--- src/rtl/uart_tx_en.sv ---
// uart_tx_en: enable-gated 8N1 UART transmitter; each bit lasts Oversample en ticks.
// Define UART_TX_PARITY_EN to insert an even-parity bit between the data bits and the stop bit.
module uart_tx_en #(
    parameter int Oversample = 16
) (
    input  logic       clk,
    input  logic       reset,
    input  logic       en,
    input  logic [7:0] data,
    input  logic       valid,
    output logic       ready,
    output logic       out,
    output logic       done
);

    localparam int CntW = $clog2(Oversample);
    localparam logic [CntW-1:0] reloadVal = CntW'(Oversample - 1);
    localparam logic [CntW-1:0] cntOne    = CntW'(1);

`ifdef UART_TX_PARITY_EN
    typedef enum logic [2:0] {IDLE, START, DATA, PARITY, STOP} state_t;
`else
    typedef enum logic [1:0] {IDLE, START, DATA, STOP} state_t;
`endif

    state_t          state, nextState;
    logic [CntW-1:0] sampleCnt, sampleNext;
    logic [3:0]      bitCnt, bitNext;
    logic [7:0]      shiftReg, shiftNext;
    logic            readyNext, outNext, doneNext;
    logic            accept, tick, boundary;
`ifdef UART_TX_PARITY_EN
    logic            parityBit, parityNext;
`endif

    // ready is high only in IDLE, so acceptance can never interrupt a frame
    assign accept   = valid && ready;
    assign tick     = en && (state != IDLE);
    assign boundary = tick && (sampleCnt == '0);

    always_ff @(posedge clk or posedge reset) begin
        if (reset) begin
            state     <= IDLE;
            sampleCnt <= reloadVal;
            bitCnt    <= 4'd8;
            shiftReg  <= 8'h00;
            ready     <= 1'b1;
            out       <= 1'b1;
            done      <= 1'b0;
`ifdef UART_TX_PARITY_EN
            parityBit <= 1'b0;
`endif
        end else begin
            state     <= nextState;
            sampleCnt <= sampleNext;
            bitCnt    <= bitNext;
            shiftReg  <= shiftNext;
            ready     <= readyNext;
            out       <= outNext;
            done      <= doneNext;
`ifdef UART_TX_PARITY_EN
            parityBit <= parityNext;
`endif
        end
    end

    always_comb begin
        nextState  = state;
        sampleNext = sampleCnt;
        bitNext    = bitCnt;
        shiftNext  = shiftReg;
`ifdef UART_TX_PARITY_EN
        parityNext = parityBit;
`endif
        if (accept) begin
            nextState  = START;
            sampleNext = reloadVal;
            bitNext    = 4'd8;
            shiftNext  = data;
`ifdef UART_TX_PARITY_EN
            parityNext = ^data;
`endif
        end else if (tick) begin
            if (sampleCnt != '0) begin
                sampleNext = sampleCnt - cntOne;
            end else begin
                sampleNext = reloadVal;
                case (state)
                    START: nextState = DATA;
                    DATA: begin
                        shiftNext = {1'b0, shiftReg[7:1]};
                        bitNext   = bitCnt - 4'd1;
                        if (bitCnt == 4'd1) begin
`ifdef UART_TX_PARITY_EN
                            nextState = PARITY;
`else
                            nextState = STOP;
`endif
                        end
                    end
`ifdef UART_TX_PARITY_EN
                    PARITY: nextState = STOP;
`endif
                    STOP:    nextState = IDLE;
                    default: nextState = IDLE;
                endcase
            end
        end
    end

    // Outputs are registered from the next state so out moves on the edge after a boundary
    always_comb begin
        readyNext = (nextState == IDLE);
        doneNext  = boundary && (state == STOP);
        case (nextState)
            START:   outNext = 1'b0;
            DATA:    outNext = shiftNext[0];
`ifdef UART_TX_PARITY_EN
            PARITY:  outNext = parityNext;
`endif
            default: outNext = 1'b1;
        endcase
    end

endmodule

--- config.mk ---
export PLATFORM = sky130hd
export DESIGN_NAME = uart_tx_en
export DESIGN_NICKNAME = d
export VERILOG_FILES = /design/src/rtl/uart_tx_en.sv
export SDC_FILE = /design/constraint.sdc
export NUM_CORES = 1
export LEC_CHECK = 0
export CAP_MARGIN = 20
export CORE_MARGIN = 3
export CORE_UTILIZATION = 41
export CTS_CLUSTER_DIAMETER = 60
export DETAILED_ROUTE_END_ITERATION = 8
export PLACE_DENSITY = 0.74
export SLEW_MARGIN = 20
export SYNTH_ARGS = -nofsm -noshare
export SYNTH_HDL_FRONTEND = slang
export SYNTH_SLANG_ARGS = --single-unit
--- constraint.sdc ---
create_clock -name clk -period 2.5 [get_ports clk]
set_input_delay 0.5 -clock clk [delete_from_list [all_inputs] [get_ports clk]]
set_output_delay 0.5 -clock clk [all_outputs]
set_load 0.005 [all_outputs]
== After elaboration in Yosys (flattened, before gate mapping) ==
Cells that the tools add are included.
Widths: inputs -> output; s select.

* $add $sub $neg: 2
* $mul: 0
* Div/mod/pow operators: 0
* $lt $le $gt $ge: 0
* Eq/ne operators: 7
* Shift operators: 0
* Multiplexer cells: 17
* Bitwise operators: 0
* Reduce and logical (&&, ||, !) cells: 11

{| class="wikitable"
|+ Operators by type and width
! kind !! count
|-
| $mux 8 || 4
|-
| $mux 4 || 7
|-
| $mux 2 || 4
|-
| $sub 4x1->4 const B || 2
|-
| $eq 2x2->1 const B || 3
|-
| $reduce_bool 2->1 || 3
|-
| $eq 2x1->1 const B || 2
|-
| $eq 4x1->1 const B || 1
|-
| $logic_and 1x1->1 || 4
|-
| $logic_not 4->1 || 1
|-
| $pmux 2 s2 || 1
|-
| $reduce_bool 4->1 || 1
|-
| $reduce_and 3->1 || 1
|-
| $logic_not 2->1 || 1
|-
| $ne 2x2->1 const B || 1
|-
| $pmux 1 s2 || 1
|}

* Flip-flop bits (word level): 21
* Latch bits: 0
* Memory bits (writable): 0
* Bits in read-only memories: 0
* Output and inout port bits: 3
* Memories: 0

== Longest topological paths before layout ==
* Depth in word-level cells: 8
* Depth in mapped cells: 8

== Worst setup path before layout ==
OpenSTA, ideal clock, no wires.

* Path type: register -> register
* From: register sampleCnt[0]
* To: register out
* Library setup time: 0.081 ns
* Arrival time: 1.786 ns
* Path slack: 0.633 ns
* Stages on the path, launching flop included: 8
* Buffers on the path: 0
* Clock period less this slack: 1.867 ns
* Cell sequence: dfstp_2 inv_1 ha_1 or3b_4 nand2b_1 mux2i_4 nor3b_2 a211oi_2

* Longest elaborated chain between the ends: 6
* Elaborated cells on any way between the ends: 10
* Classes of those cells: eq/ne: 2; mux: 7; reduce/logical: 1

{| class="wikitable"
|+ RTL lines
! item !! RTL line !! source
|-
| from (decl) || 27 || <nowiki>logic [CntW-1:0] sampleCnt, sampleNext;</nowiki>
|-
| from (signal assigned) || 44 || <nowiki>sampleCnt <= reloadVal;</nowiki>
|-
| from (signal assigned) || 55 || <nowiki>sampleCnt <= sampleNext;</nowiki>
|-
| $reduce_bool 4->1 * || 84 || <nowiki>if (sampleCnt != '0) begin</nowiki>
|-
| $mux 2 || 84 ||
|-
| $mux 2 || 83 || <nowiki>end else if (tick) begin</nowiki>
|-
| $mux 2 || 75 || <nowiki>if (accept) begin</nowiki>
|-
| $eq 2x2->1 / $eq 2x1->1 (equally long branches) || 115 || <nowiki>case (nextState)</nowiki>
|-
| $pmux 1 s2 * || 115 ||
|-
| named net outNext || 30 || <nowiki>logic readyNext, outNext, doneNext;</nowiki>
|-
| to (signal assigned) || 59 || <nowiki>out <= outNext;</nowiki>
|-
| to (decl) || 12 || <nowiki>output logic out,</nowiki>
|}

Mark *: on every way through the listed nets, which the timed path passes. The rest lies on a longest branch. The select of a mux whose other input is x is not followed.
A chain may end at the register's enable or synchronous reset.

== Final worst setup path ==
Ends and elaborated chain as after synthesis.

==> results.yml <==
synthesis:
  yosysSeqAreaShare_pct: 49.1
  synth_cells: 106
  synth_nets: 124
  ys_types: 30
  synth_top_cell_by_area: "dfrtp_1"
  synth-edff-count: 0
  synth.cell_area_sq_um: 1090
  synth_area_leaders: "dfrtp_1 (32%), dfstp_2 (17%), ha_1 (6.9%)"
  synth.top_cell.area_share_pct: 32.2
  ys_ff_latch: 21
  yosys_warnings: 0
  synthFlopType: "dfrtp_1"
  async_reset_ff_share_pct: 100
  synth.avg_cell_area_sq_um: 10.3
layout:
  drive_gt1_share_pct: 14.8
  antenna_cells: 0
  synthToLayoutAreaGrowth_pct: 18.2
  fillers: 245
  fin_nets: 141
timing:
  fmax_ghz: 0.493
  finalCriticalPeriod_ns: 2.03
  fin_crit_sh_pct: 81.1
  tightest_slew_ns: 0.799
  hold_violations: 0
  max-slew-margin-rel_pct: 46.7
  finalSetupViolations: 0
  whs_ns: 0.525
  drv_slew: 0
  rsz0062_at_grt: "no"
  setup_tns_ns: 0
  setup_ws_ns: 0.473
  clock_skew_ns: 0.00686
worst_hold_path:
  hp-class: "register to register"
die:
  fp.dieH_um: 57.5
  fp-row-count: 18
  dieWidth_um: 57.5
  core_area_sq_um: 2500
  start_util_pct: 43.5
  num_io_pins: 15
  die_area_sq_um: 3310
clock_network:
  cts_resized: 0
  clock_path_buffers: 2
  cts_max_level: 1
  postCtsSetupRepairBufs: 0
  clock_latency_ns: 0.31
  cts.sinks: 21
  tritoncts: "yes"
  root_buffer: "clkbuf_4"
  cts-buffers-inserted: 3
  clkSlewWorstSetupHoldPaths_ns: 0.12
  hold_buffers: 0
run:
  cap_violations: 0
run_status:
  status: "complete, no violations"
drt:
  vias_per_cell: 4.92
  ant_nets: 0
  finalWirelength_um: 1800
  drt-initial-drc-count: 5
  first_pass_iters: 4
  via_count: 748
  drc: 0
  avgRoutedWirePerCell_um: 11.9
place:
  port_buffers: 14
  place_ws_ns: 0.404
  place_congestion: 0.754
  dp_hpwl_um: 1350
global_routing:
  overflow: 0
  grt_pass1_wl_um: 3230
  antenna_found_initial: 0
  track_usage_pct: 12.5
  grt_max_degree: 22
  grt_pass1_vias: 732
power:
  power.density_nw_per_um2: 822
  peakVddDrop_mv: 0.492
  power_leakage_nw: 0.532
worst_setup_path:
  arrival_ns: 2.27
  r2r_slack_ns: 0.47
  end_kind: "register"
  start_kind: "register"
  crit_required_ns: 2.74
  crit_type: "register to register"
  crit_fanout: 4
==> state kept, by name, summed over array words and instances, names as in the netlist <==
| signal | count |
|---|---|
| bitCnt | 4 |
| ready | 1 |
| done | 1 |
| state | 2 |
| sampleCnt | 4 |
| shiftReg | 8 |
| out | 1 |
==> where the power goes <==
part | switching (mW) | leakage, nW | internal [mW] | total [mW]
combinational | 0.157 | 0.263 | 0.165 | 0.322
sequential | 0.0805 | 0.251 | 0.486 | 0.566
clock | 0.109 | 0.0177 | 0.0598 | 0.169
==> layout by cell type (no fill, tap or decap), types with 2 or more instances in the layout <==
cell type	count
dfrtp_1	14
inv_1	9
ha_1	6
xor2_1	3
mux2i_1	7
nand2b_1	3
nand2_1	18
clkbuf_4	3
o21ai_1	9
nor2_1	8
clkdlybuf4s50_1	14
dfstp_2	7
nand3_1	2
==> cell usage after synthesis, types with 2 or more instances <==
master / instances
clkbuf_1: 2
xor2_1: 3
nand3_1: 2
dfstp_2: 7
nand2b_1: 3
dfrtp_1: 14
nand2_1: 18
o21ai_1: 9
inv_1: 9
mux2i_1: 7
ha_1: 6
nor2_1: 8
==> metal layers <==
layer  vias up  part of all wire, %  track usage [%]
met5         -                    0                0
met4         0                  1.2             4.97
met3         4                  4.0             2.71
met2        12                   46             19.4
met1       349                   49             16.9
li1        383                    -                -
==> per-stage QoR <==
stage	total power, mW	instances	utilization, %	area, sq um
5_1_grt	1.14	152	51.5	1290
6_report	1.06	152	51.5	1290
3_5_place_dp	0.902	148	50.4	1260
3_3_place_gp	0.884	148	50.4	1260
4_1_cts	1.07	152	51.5	1290
2_1_floorplan	0.803	106	-	1090
==> critical path: stages (launching register included) <==
cell and delay, ns:
dfstp_2 0.57, inv_1 0.05, ha_1 0.21, or3b_4 0.28, nand2b_1 0.26, mux2i_4 0.33, nor3b_2 0.08, a211oi_2 0.19
==> final timing paths <==
| check | end | cells after the start | start |
|---|---|---|---|
| worst min-delay path | sampleCnt[1]$_DFFE_PP1P_ | 2 | sampleCnt[1]$_DFFE_PP1P_ |
| min in group asynchronous | shiftReg[5]$_DFFE_PP0P_ | 2 | reset |
| worst max-delay path | out$_DFF_PP1_ | 7 | sampleCnt[0]$_DFFE_PP1P_ |
| worst min register to register | sampleCnt[1]$_DFFE_PP1P_ | 2 | sampleCnt[1]$_DFFE_PP1P_ |
| worst max register to register | out$_DFF_PP1_ | 7 | sampleCnt[0]$_DFFE_PP1P_ |
| max in group asynchronous | done$_DFF_PP0_ | 2 | reset |
==> logic make-up (layout without fill, tap and decap cells) <==
kind of cell / count (synthesis) / after routing / synth area share (%)
buffers and inverters: 12 / 28 / 4.48
flip-flops: 21 / 21 / 49.1
AND/OR/NAND/NOR: 39 / 39 / 18.6
XOR/XNOR: 4 / 4 / 3.22
multiplexers: 8 / 8 / 8.51
AO/OA/AOI/OAI: 16 / 16 / 9.20
adder cells (fa/ha/maj): 6 / 6 / 6.90
==> final cells by class <==
cell class                      count  area [sq um]  area share, %
Inverter                            9          33.8           2.63
Multi-Input combinational cell     73           505           39.3
Tap cell                           30          37.5           2.92
Clock inverter                      1          5.00          0.389
Timing Repair Buffer               15           148           11.5
Clock buffer                        3          22.5           1.75
Sequential cell                    21           534           41.5
Note: power is estimated with default switching activity, not from simulation.
